===== src/rtl/odometer_capture_fifo.sv =====
`default_nettype none
// ============================================================================
//  Module   : odometer_capture_fifo
//  Purpose  : Beat-count capture for the stacked odometer. Each falling edge
//             of the asynchronous DETECT pulse samples BF_COUNTER into a
//             DEPTH-entry FIFO. An internal deadzone timer pushes the
//             all-ones saturation code when no detection arrives within
//             2^DZ_W-1 armed cycles. Entries are drained through an
//             RD_EN / RD_VALID handshake.
//  Revision : 1.0  initial release
// ----------------------------------------------------------------------------
//  Parameters
//    CNT_W  width of BF_COUNTER and of each captured count
//    DEPTH  FIFO entries (power of 2, >= 2)
//    DZ_W   deadzone timer width
//  Configuration macro
//    ODO_TIMEOUT_TAG_EN  when defined, each entry carries a timeout tag and
//                        the RD_TIMEOUT output is present
//  Ports
//    CLK         in   capture / readout clock
//    RESETB      in   asynchronous active-low reset
//    DETECT      in   asynchronous detector pulse, captured on falling edge
//    BF_COUNTER  in   free-running beat count
//    ARM         in   enables captures and the deadzone timer
//    RD_EN       in   pop request
//    CLR_OVF     in   synchronous clear of OVERFLOW
//    RD_DATA     out  popped entry (held after the RD_VALID cycle)
//    RD_VALID    out  one-cycle strobe qualifying RD_DATA
//    RD_TIMEOUT  out  (tag build only) popped entry is a saturation code
//    EMPTY       out  FIFO holds no entries
//    FULL        out  FIFO holds DEPTH entries
//    LEVEL       out  current entry count, 0..DEPTH
//    OVERFLOW    out  sticky: an event was dropped while full
// ============================================================================
module odometer_capture_fifo #(
  parameter int CNT_W = 12,
  parameter int DEPTH = 4,
  parameter int DZ_W  = 10
) (
  input  logic                       CLK,
  input  logic                       RESETB,
  input  logic                       DETECT,
  input  logic [CNT_W-1:0]           BF_COUNTER,
  input  logic                       ARM,
  input  logic                       RD_EN,
  input  logic                       CLR_OVF,
  output logic [CNT_W-1:0]           RD_DATA,
  output logic                       RD_VALID,
`ifdef ODO_TIMEOUT_TAG_EN
  output logic                       RD_TIMEOUT,
`endif
  output logic                       EMPTY,
  output logic                       FULL,
  output logic [$clog2(DEPTH):0]     LEVEL,
  output logic                       OVERFLOW
);

  localparam int PTR_W = $clog2(DEPTH);
  localparam int LVL_W = PTR_W + 1;
`ifdef ODO_TIMEOUT_TAG_EN
  localparam int ENT_W = CNT_W + 1;
`else
  localparam int ENT_W = CNT_W;
`endif

  localparam logic [LVL_W-1:0] LVL_FULL = LVL_W'(DEPTH);
  localparam logic [LVL_W-1:0] LVL_ZERO = '0;
  // The increment that would land on 2^DZ_W-1 is the one that expires.
  localparam logic [DZ_W-1:0]  DZ_LAST  = {{(DZ_W-1){1'b1}}, 1'b0};
  localparam logic [CNT_W-1:0] SAT_CODE = '1;

  // --------------------------------------------------------------------------
  // DETECT synchroniser and falling-edge detect
  // --------------------------------------------------------------------------
  // d_q0/d_q1 form the synchroniser; d_q2 is the history flop. All reset to
  // 0 so releasing reset can never look like a falling edge.
  logic d_q0;
  logic d_q1;
  logic d_q2;
  logic fall_evt;

  always_ff @(posedge CLK or negedge RESETB) begin
    if (!RESETB) begin
      d_q0 <= 1'b0;
      d_q1 <= 1'b0;
      d_q2 <= 1'b0;
    end else begin
      d_q0 <= DETECT;
      d_q1 <= d_q0;
      d_q2 <= d_q1;
    end
  end

  assign fall_evt = d_q2 & ~d_q1;

  // --------------------------------------------------------------------------
  // Deadzone timer
  // --------------------------------------------------------------------------
  logic [DZ_W-1:0] dz_timer;
  logic            timeout_evt;
  logic            capture_evt;

  assign capture_evt = ARM & fall_evt;
  // A same-cycle capture wins over expiry, so timeout is masked by fall_evt.
  assign timeout_evt = ARM & ~fall_evt & (dz_timer == DZ_LAST);

  always_ff @(posedge CLK or negedge RESETB) begin
    if (!RESETB) begin
      dz_timer <= '0;
    end else if (!ARM || fall_evt || timeout_evt) begin
      dz_timer <= '0;
    end else begin
      dz_timer <= dz_timer + 1'b1;
    end
  end

  // --------------------------------------------------------------------------
  // Push / pop qualification
  // --------------------------------------------------------------------------
  logic [LVL_W-1:0] count;
  logic [PTR_W-1:0] wr_ptr;
  logic [PTR_W-1:0] rd_ptr;
  logic             is_empty;
  logic             is_full;
  logic             push_req;
  logic             push_ok;
  logic             pop_ok;
  logic             ovf_set;
  logic [ENT_W-1:0] push_entry;

  assign is_empty = (count == LVL_ZERO);
  assign is_full  = (count == LVL_FULL);
  assign push_req = capture_evt | timeout_evt;
  // No fall-through: a pop needs an entry already stored before this cycle.
  assign pop_ok   = RD_EN & ~is_empty;
  // When full, a same-cycle pop frees the slot the push writes into.
  assign push_ok  = push_req & (~is_full | pop_ok);
  assign ovf_set  = push_req & is_full & ~pop_ok;

`ifdef ODO_TIMEOUT_TAG_EN
  assign push_entry = capture_evt ? {1'b0, BF_COUNTER} : {1'b1, SAT_CODE};
`else
  assign push_entry = capture_evt ? BF_COUNTER : SAT_CODE;
`endif

  // --------------------------------------------------------------------------
  // Storage (contents are don't-care after reset, so no reset term)
  // --------------------------------------------------------------------------
  logic [ENT_W-1:0] mem [DEPTH];

  always_ff @(posedge CLK) begin
    if (push_ok) begin
      mem[wr_ptr] <= push_entry;
    end
  end

  // --------------------------------------------------------------------------
  // Pointers, level and overflow flag
  // --------------------------------------------------------------------------
  always_ff @(posedge CLK or negedge RESETB) begin
    if (!RESETB) begin
      wr_ptr <= '0;
      rd_ptr <= '0;
      count  <= '0;
    end else begin
      if (push_ok) begin
        wr_ptr <= wr_ptr + 1'b1;
      end
      if (pop_ok) begin
        rd_ptr <= rd_ptr + 1'b1;
      end
      count <= count + LVL_W'(push_ok) - LVL_W'(pop_ok);
    end
  end

  always_ff @(posedge CLK or negedge RESETB) begin
    if (!RESETB) begin
      OVERFLOW <= 1'b0;
    end else if (CLR_OVF) begin
      OVERFLOW <= 1'b0;
    end else if (ovf_set) begin
      OVERFLOW <= 1'b1;
    end
  end

  // --------------------------------------------------------------------------
  // Read port: registered data, held between pops
  // --------------------------------------------------------------------------
  logic [ENT_W-1:0] rd_entry;

  always_ff @(posedge CLK or negedge RESETB) begin
    if (!RESETB) begin
      rd_entry <= '0;
      RD_VALID <= 1'b0;
    end else begin
      RD_VALID <= pop_ok;
      if (pop_ok) begin
        rd_entry <= mem[rd_ptr];
      end
    end
  end

`ifdef ODO_TIMEOUT_TAG_EN
  assign RD_DATA    = rd_entry[CNT_W-1:0];
  assign RD_TIMEOUT = rd_entry[CNT_W];
`else
  assign RD_DATA    = rd_entry;
`endif

  assign EMPTY = is_empty;
  assign FULL  = is_full;
  assign LEVEL = count;

endmodule
`default_nettype wire


===== config.mk =====
export PLATFORM = sky130hd
export DESIGN_NAME = odometer_capture_fifo
export DESIGN_NICKNAME = d
export VERILOG_FILES = /design/src/rtl/odometer_capture_fifo.sv
export SDC_FILE = /design/constraint.sdc
export NUM_CORES = 1
export LEC_CHECK = 0
export CAP_MARGIN = 5
export CELL_PAD_IN_SITES_DETAIL_PLACEMENT = 0
export CELL_PAD_IN_SITES_GLOBAL_PLACEMENT = 2
export CORE_MARGIN = 2
export CORE_UTILIZATION = 40
export CTS_CLUSTER_DIAMETER = 30
export DETAILED_ROUTE_END_ITERATION = 12
export GPL_ROUTABILITY_DRIVEN = 0
export PLACE_DENSITY_LB_ADDON = 0.12
export SKIP_LAST_GASP = 1
export SYNTH_ARGS = -nofsm -noshare
export SYNTH_HDL_FRONTEND = slang
export SYNTH_SLANG_ARGS = --single-unit

===== constraint.sdc =====
create_clock -name CLK -period 3.05 [get_ports CLK]
set_clock_uncertainty 0.05 [all_clocks]
set_input_delay 0.61 -clock CLK [delete_from_list [all_inputs] [get_ports CLK]]
set_output_delay 0.61 -clock CLK [all_outputs]
set_load 0.05 [all_outputs]

==> results.txt, run 1 <==
* Result of the run: complete, no violations
* Setup repair after global routing missed its margin: no
* Min cycle time layout: roughly 2700 ps
- Share of cell area taken by muxes after synthesis: 0.0854
* Mapped Area: roughly 0.0033 mm^2
- Fraction of the mapped netlist area in adder cells: 0.0322
* Cell count after synthesis: 226
- CP delay by family, top: compound AO/OA/AOI/OAI gates
* Count of buffers added by post-CTS timing repair for setup: 0
- The tree is rooted in a sky130_fd_sc_hd__clkbuf_8.
* Area Growth Syn to Fin: 21.2%
- Number of buffers added by the clock tree synthesis step: 9
- The floorplan has 33 rows.
* Die X-Extent: between 90 and 100 um
- Post-synthesis sequential area ratio: 0.686
- The share of total power dissipated in the clock network is 0.221.
- After detailed routing, the number of remaining DRC violations is 0.
- The die covers 0.00910 mm^2.
* Boundary Pins: 37
- Fill count: 738
- After synthesis, the mean cell area works out to around 15 um^2.
- Of the total synthesized cell area, the portion taken by AND, OR, NAND and NOR gates is 0.131.
* Arrival time at the worst endpoint: around 2800 ps
- The setup check on the worst reg-to-reg path leaves a slack of around 420 ps.
- The count of pins over their slew limit is 0.
* Count of buffering cells on the critical path with inverters included: 2
- The first global-routing pass estimated 9300 um of wire.
- Antenna Diode Count: 0
* Main combinational cell family by area after synthesis: simple AND/OR/NAND/NOR gates
- Final Routed Wirelength: between 5000 and 6000 um
* Xor-xnor portion of the synthesized cell area: 0.0262
* Flip-flop and latch count after synthesis: between 80 and 90
- Syn nets: between 200 and 300
* Length in cells of the worst reg-to-reg path: 10
- Initial standard-cell utilization of the core: 0.409
- At the end of the flow the core is filled with cells to 0.495.
- Nets: ~300
- Critical path start-end classification: primary input to flop
- Per-cell routed wire length: about 15 um
* Clock insertion delay at the later pin of the skew report: approximately 350 ps
- Leakage power: about 0.0015 uW
* Post-route setup TNS: 0 ps
* Sw Ratio: 0.359
* Slew headroom: 0.405
- Global-route total usage across every layer: 0.143
- The worst hold path belongs to the class flop to flop.
* Total count of hold-check failures in the final report: 0
- Across the run, the number of max-cap violations was 0.
- Die Span Y: approximately 95 um
* Worst endpoint required time: 3230 ps
* Highest Clock Rate: about 0.38 GHz
- In this run, the number of DRC markers left after iteration 0 of detailed routing was 55.
- Pin count of the biggest net entering global routing: 35
* Slowest stage delay, CP: ~500 ps
* Max VDD drop: about 0.39 mV
* Hold Crit Depth: 0
- Hold Crit Endpoint: d_q1
* Half-perimeter wire length of the detailed placement result: roughly 3800 um
* Remaining global-route overflow: 0
- For this design, the CTS-stage hold fixing added 0 buffers.
- Summing all multi-input logic gate instances after layout gives roughly 0.0010 mm^2.
- In this run the power spent charging and discharging nets is between 1000 and 1500 uW.
- The slowest stage of the critical path is the sky130_fd_sc_hd__clkdlybuf4s50_1 cell.
- Sink count of the clock tree: a little over 80
- Slew at the pin with the worst max-slew slack: about 900 ps
* Clock tree from TritonCTS: done
- In this run the critical register-to-register path is launched from dz_timer[0].
- The initial antenna violation count is 0.
* Highest net fanout along the worst path: 3
- Combinational share of power: 0.334
* Leading cell type in the layout, fill and taps excluded: sky130_fd_sc_hd__edfxtp_1
- Vias: 1800
- Worst setup SP type: primary input
* Buffers on Ports: 36
- After clock tree synthesis, the clock-pin slew on the worst setup and hold paths is 80 ps.
- Of the cells placed in the final design, the portion with a size suffix greater than 1 is 0.214.
* Post-detailed-route count of antenna-violating nets: 0
- Setup violations remaining at the end of the flow were counted as 0.
- The clock passes through at most 2 buffers.
* Area fraction in compound gates after synthesis: 0.0206
* DR pass1 iterations: 4
* Reg2reg end: LEVEL[2]
* Number of levels in the clock H-tree: 3
* Core box area: between 0.008 and 0.009 mm^2
- Cell internal power was estimated by the tool at about 2200 uW.
* Category of the worst setup path capture point: flop
* Netlist cell types: 33
- The share of total power dissipated in sequential elements is 0.445.
- Total power divided by cell area: 853 mW/mm^2
* FF/Latch Area: ~0.0023 mm^2
- Chain of cells forming the critical path: clkdlybuf4s50_1 > inv_1 > o41a_1 > nand2_1 > a21bo_2 > ha_1 > fa_1 > xor2_1 > xnor2_1
* Via count of the first global-routing pass: around 1800
- Most frequent cells in the layout: sky130_fd_sc_hd__edfxtp_1, sky130_fd_sc_hd__nand2_1, sky130_fd_sc_hd__clkdlybuf4s50_1
* Resized Gates After CTS: 0
* Source of the worst hold timing path: d_q0
- For this run, the number of Yosys warnings is 0.
* Share of the clock period used by the worst path after layout: 0.872
- In the routed layout, each cell is associated on average with a via count of between 4 and 5.
[flip-flops by register name, summed over array words and instances (netlist names)]
signal / count
RD_DATA: 12
OVERFLOW: 1
dz_timer: 10
RD_VALID: 1
d_q2: 1
d_q1: 1
d_q0: 1
LEVEL: 3
rd_ptr: 2
mem: 48
wr_ptr: 2
[power groups by stage]
stage / sequential [uW] / clock (uW) / combinational [uW]
2_1_floorplan: 1820 / 0 / 536
3_3_place_gp: 1570 / 0 / 1160
3_5_place_dp: 1570 / 0 / 1170
4_1_cts: 1550 / 791 / 1170
5_1_grt: 1570 / 838 / 1250
6_report: 1540 / 764 / 1150
[synth_stat cells (all sizes together)]
cell,number,share of area
or3b,1,0.0026
clkbuf,3,0.0037
ha,7,0.026
nor3,2,0.0030
nor2,11,0.015
inv,8,0.0090
mux2,1,0.0045
nor3b,1,0.0022
o41a,1,0.0034
xor2,4,0.010
a21bo,1,0.0030
nor2b,1,0.0019
nand4,1,0.0037
a21oi,5,0.0075
edfxtp,48,0.43
buf,4,0.0060
dfrtp,34,0.25
and3,1,0.0019
or2,12,0.022
o21ai,3,0.0045
nand2,42,0.047
nand3,4,0.0060
xnor2,6,0.016
mux4,12,0.081
or3,1,0.0019
and4,2,0.0060
fa,1,0.0060
nand2b,2,0.0037
and2,5,0.011
o21bai,1,0.0022
nand3b,1,0.0022
[how the worst max path moves through the flow]
stage                            from       end  slack, ps  cells past startpoint
after detailed placement          ARM  LEVEL[2]         30                      9
after CTS                         ARM  LEVEL[2]        390                      9
final                             ARM  LEVEL[2]        390                      9
after global routing      dz_timer[0]  LEVEL[2]        270                     10
after global placement            ARM  LEVEL[2]         70                      9
after floorplan              LEVEL[2]  LEVEL[2]        110                      8
[worst reg2reg max path, delay by kind of cell, from the launching register on]
family	cells	cell delay [ps]
compound gates	2	690
xor+xnor	2	300
fa+ha+maj	3	730
buf+inv	1	70
flops	1	420
simple gates	2	250
[per-layer routing]
metal  share of wire  global-route usage
met1            0.45               0.184
met2            0.51               0.234
met3           0.026              0.0285
met4           0.017              0.0679
met5               0                   0
[cell families after synthesis]
kind of cell    Yosys count
simple gates             87
flops                    82
buf+inv                  15
mux                      13
compound gates           11
xor+xnor                 10
fa+ha+maj                 8
[metrics by stage]
step / setup WS [ps] / power [uW] / instance area (um^2) / hold slack [ps] / instances
6_report: 389 / 3450 / 4050 / 313 / 381
2_1_floorplan: 111 / 2360 / 3360 / 264 / 226
3_5_place_dp: 26.2 / 2740 / 3850 / 299 / 365
5_1_grt: 266 / 3660 / 4050 / 327 / 381
3_3_place_gp: 65.0 / 2730 / 3850 / 285 / 365
4_1_cts: 391 / 3510 / 4050 / 317 / 381
[layout make-up]
class / count / share of cell area
Inverter: 8 / 0.00742
Sequential cell: 82 / 0.566
Clock buffer: 10 / 0.0315
Timing Repair Buffer: 41 / 0.0971
Clock inverter: 6 / 0.0161
Multi-Input combinational cell: 129 / 0.249
Tap cell: 105 / 0.0325
Power figures use the tool's default switching activity.
==> run 2: changes to the inputs <==
--- a/config.mk
+++ b/config.mk
@@ -8,13 +8,12 @@
 export CAP_MARGIN = 5
 export CELL_PAD_IN_SITES_DETAIL_PLACEMENT = 0
 export CELL_PAD_IN_SITES_GLOBAL_PLACEMENT = 2
+export CORE_ASPECT_RATIO = 1.2
 export CORE_MARGIN = 2
 export CORE_UTILIZATION = 40
 export CTS_CLUSTER_DIAMETER = 30
 export DETAILED_ROUTE_END_ITERATION = 12
-export GPL_ROUTABILITY_DRIVEN = 0
 export PLACE_DENSITY_LB_ADDON = 0.12
-export SKIP_LAST_GASP = 1
 export SYNTH_ARGS = -nofsm -noshare
 export SYNTH_HDL_FRONTEND = slang
 export SYNTH_SLANG_ARGS = --single-unit
==> run 2 against run 1 <==
  * Critical endpoint unchanged
  * Clock power down 2%
  * Power about the same
  * Die area about the same
  * First-iteration DRC count up 24%
  * Combinational power about the same
  * Final cell count down 2.1%
  * Fmax up 3.3%
  * Final area about the same
  * Register-to-register slack better by 50 ps
  * Clock-buffer cell count down 1
==> results.txt, run 2 (same netlist as run 1, synthesis figures left out) <==
- Result of the run: complete, no violations (unchanged).
* Count of buffers added by post-CTS timing repair for setup: 0 (unchanged)
- The worst endpoint required time came to 3240 ps (was 3230 ps).
- Critical R2R Launch: dz_timer[0] (unchanged)
- The end of the critical path was LEVEL[2] (unchanged).
- Area Growth Syn to Fin: 21.1% (was 21.2%)
* Pin count of the biggest net entering global routing: 35 (unchanged)
- The H-tree depth came to 3 (unchanged).
* Reg2reg end: LEVEL[2] (unchanged)
* Number of buffers added by the clock tree synthesis step: 9 (unchanged)
* Core box area: 0.00811 mm^2 (was 0.00818 mm^2)
- Worst setup SP type: flop (was primary input)
- Fraction of final layout cells sized beyond drive strength 1: 0.216 (was 0.214)
- The area of all placed cells without fillers was 0.00405 mm^2 (about the same).
- The total length of routed wires came to 5930 um (was 5690 um).
* Highest Clock Rate: 0.388 GHz (was 0.376 GHz)
- The count of pins over their slew limit came to 0 (unchanged).
- Die X-Extent: 87.4 um (was 95.4 um)
- The total DRC errors in the routed layout came to 0 (unchanged).
- The clock share of power came to 0.217 (was 0.221).
- Sink count of the clock tree: 82 (unchanged)
* Critical path start-end classification: flop to flop (was primary input to flop)
- The cell area after placement was 0.00386 mm^2 (was 0.00385 mm^2).
- Nets: 299 (was 297)
- Min cycle time layout: 2580 ps (was 2660 ps)
- Die Span Y: 104 um (was 95.4 um)
* DR iter-0 viols: 68 (was 55)
- The pre-CTS setup slack was 131 ps (was 26.2 ps).
* Initial standard-cell utilization of the core: 0.412 (was 0.409)
* Buffers on Ports: 36 (unchanged)
- The share of the cycle needed by the critical path after routing is 0.845 (was 0.872).
- Antenna violations before repair: 0 (unchanged)
- The deepest clock path buffer count was 2 (unchanged).
* Total Die Area: 0.00910 mm^2 (about the same)
- The total of cells resized after clock tree synthesis was 0 (unchanged).
- Vias: 1827 (was 1800)
- Highest-delay cell along the critical path: sky130_fd_sc_hd__dfrtp_1 (was sky130_fd_sc_hd__clkdlybuf4s50_1)
* Slowest stage delay, CP: 420 ps (was 500 ps)
* Leakage power: 0.00152 uW (about the same)
- Avg Vias per Cell: 4.90 (was 4.72)
* CTS Hold Buffers Added: 0 (unchanged)
* Power dissipated by switching net loads: 1300 uW (was 1240 uW)
* Reg with most FFs: mem (unchanged)
- The worst min-delay path category was flop to flop (unchanged).
- Largest register FFs: 48 (unchanged)
- Cell seen most often among critical-path stages: sky130_fd_sc_hd__ha_1
- Global-route wire length before repair: 9870 um (was 9300 um)
- Max VDD drop: 0.311 mV (was 0.387 mV)
- Boundary Pins: 37 (unchanged)
- Highest net fanout along the worst path: 5 (was 3)
* Global-route total usage across every layer: 0.147 (was 0.143)
- PnR Total Power: 3450 uW (about the same)
- Clock insertion delay at the later pin of the skew report: 360 ps (was 350 ps)
- The worst reg-to-reg path cell count is 10 (unchanged).
* Number of setup violations in the final report: 0 (unchanged)
- The final count of hold timing violations came to 0 (unchanged).
- Slew headroom: 0.432 (was 0.405)
- The number of detailed-route iterations in the first pass came to 4 (unchanged).
* Final estimated routing congestion in global placement: around 0.73
- Chain of cells forming the critical path: inv_1 > ha_1 > nand4_2 > o41a_1 > nand2_1 > a21bo_2 > ha_1 > fa_1 > xor2_1 > xnor2_1 (was clkdlybuf4s50_1 > inv_1 > o41a_1 > nand2_1 > a21bo_2 > ha_1 > fa_1 > xor2_1 > xnor2_1)
* Clock tree from TritonCTS: done (unchanged)
* Register-to-register path setup slack: 470 ps (was 420 ps)
* Antenna Diode Count: 0 (unchanged)
- The timing startpoint of the critical path was dz_timer[0] (was ARM).
- Post-detailed-route count of antenna-violating nets: 0 (unchanged)
* Total power divided by cell area: 852 mW/mm^2 (was 853 mW/mm^2)
- The worst setup slack after layout was 474 ps (was 389 ps).
- The via count of the first global-routing pass was 1965 (was 1810).
* Half-perimeter wire length of the detailed placement result: 3930 um (was 3770 um)
- Root Driver: sky130_fd_sc_hd__clkbuf_8 (unchanged)
* Remaining global-route overflow: 0 (unchanged)
- The commonest non-fill, non-tap cell in the layout was sky130_fd_sc_hd__edfxtp_1 (unchanged).
* Utilization after layout: 0.499 (was 0.495)
* Most frequent cells in the layout: sky130_fd_sc_hd__edfxtp_1, sky130_fd_sc_hd__nand2_1, sky130_fd_sc_hd__clkdlybuf4s50_1 (unchanged)
- The combinational share of power was 0.336 (was 0.334).
- Category of the worst setup path capture point: flop (unchanged)
- Maxcap violations: 0 (unchanged)
- The number of placement rows was 36 (was 33).
- The fraction of power spent switching nets came to 0.378 (was 0.359).
- The clock input transition at the sequential cells of the worst setup and hold paths was 90 ps (was 80 ps).
* Internal Power: 2150 uW (was 2210 uW)
- Part of the power in registers: 0.447 (was 0.445)
- The detailed-route wire length per cell came to 15.9 um (was 14.9 um).
- The data arrival at the endpoint of the critical path is 2770 ps (was 2840 ps).
- Slew at the pin with the worst max-slew slack: 852 ps (was 892 ps)
* Post-route setup TNS: 0 ps (unchanged)
- Setup repair after global routing missed its margin: no (unchanged)
==> run 2: worst min-delay path by stage <==
stage	start	to	slack (ps)	cells after the start
floorplan	RESETB	LEVEL[0]	260	0
global placement	d_q0	d_q1	300	0
detailed placement	d_q0	d_q1	300	0
CTS	d_q0	d_q1	320	0
global route	d_q0	d_q1	340	0
finish	d_q0	d_q1	310	0
==> run 2: routing by layer <==
| layer | global-route usage | vias up | routed length (um) |
|---|---|---|---|
| li1 | - | 884 | - |
| met1 | 0.184 | 905 | 2610 |
| met2 | 0.236 | 30 | 3010 |
| met3 | 0.0405 | 8 | 208 |
| met4 | 0.0626 | 0 | 91 |
| met5 | 0 | - | 0 |
==> run 2: area by class of cell <==
cell class | instances | area, um^2
timing repair buffer | 43 | 413
inverter | 8 | 30.0
multi-input combinational | 129 | 1010
fill | 730 | 4060
clock buffer | 9 | 124
clock inverter | 7 | 60.1
tap | 95 | 119
sequential | 82 | 2290
==> run 2: stage by stage <==
stage	hold WS [ps]	std cells
finish	314	373
global route	341	373
global placement	296	357
detailed placement	296	357
floorplan	264	226
CTS	321	373
==> run 2: critical path, delay by kind of cell (launching register included) <==
kind | cells | cell delay [ps]
compound gates | 2 | 640
fa+ha+maj | 3 | 730
flops | 1 | 420
xor+xnor | 2 | 310
buf+inv | 1 | 70
simple gates | 2 | 240
==> run 2: power by group through the flow <==
stage                     Combinational [uW]  Clock, uW  Sequential [uW]
after floorplan                          536          0             1820
after global placement                  1170          0             1570
after detailed placement                1180          0             1570
after CTS                               1180        774             1550
after global routing                    1250        827             1580
final                                   1160        749             1540
==> run 3: changes to the inputs <==
==> constraint.sdc (replaced) <==
create_clock -name CLK -period 2.6 [get_ports CLK]
set_clock_uncertainty 0.05 [all_clocks]
set_input_delay 0.52 -clock CLK [delete_from_list [all_inputs] [get_ports CLK]]
set_output_delay 0.52 -clock CLK [all_outputs]
set_load 0.05 [all_outputs]
==> run 3 against run 2 <==
  * Critical path depth did not move
  * Routed wire length decreased by 2.6%
  * Clock-buffer cell count did not move
  * Final cell count up 1.6%
  * Highest routed layer unchanged
  * Sequential cell count stayed put
  * Largest power group unchanged
  * Sequential share of layout area shrank 1.3 points
==> results.txt, run 3 (same netlist as run 1, synthesis figures left out) <==
- Boundary Pins: 37 (unchanged)
- The timing startpoint of the critical path is dz_timer[0] (unchanged).
- The launching point of the worst reg2reg path was dz_timer[0] (unchanged).
- The y dimension of the die was 104 um (unchanged).
* Combinational share of power: 0.364 (was 0.336)
- FF/Latch Area: 0.00230 mm^2 (was 0.00229 mm^2)
- Leakage power: 0.00156 uW (was 0.00152 uW)
- Slew headroom: 0.591 (was 0.432)
- The horizontal extent of the die came to 87.4 um (unchanged).
* DR iter-0 viols: 57 (was 68)
- The number of placement rows was 36 (unchanged).
* Critical path start-end classification: flop to flop (unchanged)
- The largest net degree at the start of global routing was 35 (unchanged).
- Post-detailed-route count of antenna-violating nets: 0 (unchanged)
* Number of levels in the clock H-tree: 3 (unchanged)
- The power density over cell area is 976 mW/mm^2 (was 852 mW/mm^2).
- Reg with most FFs: mem (unchanged)
- Setup repair after global routing missed its margin: no (unchanged)
- Most frequent cells in the layout: sky130_fd_sc_hd__edfxtp_1, sky130_fd_sc_hd__nand2_1, sky130_fd_sc_hd__clkdlybuf4s50_1 (unchanged).
- The number of vias per cell came to 4.90 (about the same).
* Total count of hold-check failures in the final report: 0 (unchanged)
- Internal Power: 2550 uW (was 2150 uW)
* Area Growth Syn to Fin: 24.2% (was 21.1%)
- Resized Gates After CTS: 0 (unchanged)
- Class of the tightest hold or removal check: flop to flop (unchanged)
- Root Driver: sky130_fd_sc_hd__clkbuf_8 (unchanged)
- Nets: 305 (was 299)
* Area taken by multi-input logic gates: 0.00102 mm^2 (was 0.00101 mm^2)
- Slew at the pin with the worst max-slew slack: 613 ps (was 852 ps)
- The count of fill cells added during filler insertion was 748 (was 730).
* Length in cells of the worst reg-to-reg path: 10 (unchanged)
- Reg2reg end: LEVEL[2] (unchanged)
- The clock share of power was 0.202 (was 0.217).
- Sw Ratio: 0.369 (was 0.378)
- The initial antenna violation count came to 0 (unchanged).
* Global-route total usage across every layer: 0.138 (was 0.147)
- The startpoint of the worst hold path is d_q0 (unchanged).
- Hold Crit Depth: 0 (unchanged)
* Final Routed Wirelength: 5780 um (was 5930 um)
- Min cycle time layout: 2440 ps (was 2580 ps)
- Count of final max-slew check failures: 0 (unchanged)
- The top fanout value on the critical path is 3 (was 5).
- Initial standard-cell utilization of the core: 0.412 (unchanged)
* Final hold slack: 307 ps (was 314 ps)
- CTS Hold Buffers Added: 0 (unchanged)
* Reg clk slew, reported paths: 90 ps (about the same)
- The number of input and output port buffers inserted is 36 (unchanged).
- The flip-flop count of the largest register, all copies and words added came to 48 (unchanged).
- The startpoint type of the worst setup path is a flop (unchanged).
- The wire length of the first global-routing pass is 9320 um (was 9870 um).
* Count of buffers added by post-CTS timing repair for setup: 0 (unchanged)
- The global placement routability congestion is 0.757 (was 0.734).
- The sum of internal, switching and leakage power was 4050 uW (was 3450 uW).
- Total Die Area: 0.00910 mm^2 (unchanged)
- The power share of the sequential group came to 0.434 (was 0.447).
- Power dissipated by switching net loads: 1500 uW (was 1300 uW)
* Result of the run: complete, no violations (unchanged)
- The clock insertion delay at the later pin of the skew report was 350 ps (was 360 ps).
- Antenna Diode Count: 0 (unchanged)
- Maximum root-to-sink buffer count: 2 (unchanged)
* Sink count of the clock tree: 82 (unchanged)
- The type of element capturing the critical path is a flop (unchanged).
- The via count of the first global-routing pass is 1858 (was 1965).
* Number of buffers added by the clock tree synthesis step: 9 (unchanged)
* Core box area: 0.00811 mm^2 (unchanged)
- The top achievable clock speed came to 0.409 GHz (was 0.388 GHz).
- The data arrival at the endpoint of the critical path was 2630 ps (was 2770 ps).
* Worst endpoint required time: 2780 ps (was 3240 ps)
- The CTS tree was done (unchanged).
- Share of the clock period used by the worst path after layout: 0.939 (was 0.845)
- DR pass1 iterations: 4 (unchanged)
* Remaining global-route overflow: 0 (unchanged)
* Max VDD drop: 0.441 mV (was 0.311 mV)
- The count of endpoints failing setup in the final report is 0 (unchanged).
- Leading cell type in the layout, fill and taps excluded: sky130_fd_sc_hd__edfxtp_1 (unchanged)
- The detailed-placement wirelength estimate came to 3930 um (about the same).
- Vias: 1856 (was 1827)
* Register-to-register path setup slack: 160 ps (was 470 ps)
- Maxcap violations: 0 (unchanged)
- Hold Crit Endpoint: d_q1 (unchanged)
- The fraction of final layout cells sized beyond drive strength 1 is 0.261 (was 0.216).
* Per-cell routed wire length: 15.2 um (was 15.9 um)
- The total DRC errors in the routed layout was 0 (unchanged).
## run 3: changes by cell type in the layout (fill, tap and decap cells not counted), sizes merged
cell	delta
buf	+6
## run 3: per-layer routing
layer  global-route usage  vias to the layer above  share of wire
li1                     -                      898              -
met1                0.182                      917           0.45
met2                0.211                       34           0.50
met3               0.0484                        7          0.038
met4               0.0462                        0         0.0099
met5                    0                        -              0
## run 3: cell type report
cell class | count | area share
sequential | 82 | 0.553
clock inverter | 7 | 0.0118
clock buffer | 9 | 0.0299
multi-input combinational | 129 | 0.247
inverter | 8 | 0.00724
timing repair buffer | 49 | 0.122
tap | 95 | 0.0286
## run 3: worst max path at each step
stage,cells after the start,endpoint,slack [ps]
5_1_grt,10,LEVEL[2],30
2_1_floorplan,10,LEVEL[2],-120
3_5_place_dp,9,LEVEL[2],-210
3_3_place_gp,9,LEVEL[2],-190
4_1_cts,10,LEVEL[2],70
6_report,10,LEVEL[2],160
## run 3: power by group through the flow
stage	Sequential (uW)	Clock, uW	Combinational, uW
finish	1760	819	1470
global route	1790	909	1580
CTS	1760	848	1500
detailed placement	1790	0	1490
global placement	1790	0	1480
floorplan	2140	0	647
## run 3: stage by stage
stage	util	cells	setup slack [ps]	TNS (ps)	area, um^2
6_report	0.512	379	157	0	4150
5_1_grt	0.512	379	34.1	0	4150
4_1_cts	0.512	379	72.8	0	4150
3_5_place_dp	0.490	363	-208	-257	3980
3_3_place_gp	0.490	363	-189	-225	3980
2_1_floorplan	-	226	-120	-120	3390
## run 3: worst max-delay path: stages (launching register included)
cell	delay [ps]
sky130_fd_sc_hd__dfrtp_1	390
sky130_fd_sc_hd__inv_1	60
sky130_fd_sc_hd__ha_1	170
sky130_fd_sc_hd__nand4_2	150
sky130_fd_sc_hd__o41a_1	420
sky130_fd_sc_hd__nand2_2	100
sky130_fd_sc_hd__a21bo_2	220
sky130_fd_sc_hd__ha_2	170
sky130_fd_sc_hd__fa_2	330
sky130_fd_sc_hd__xor2_1	160
sky130_fd_sc_hd__xnor2_1	120
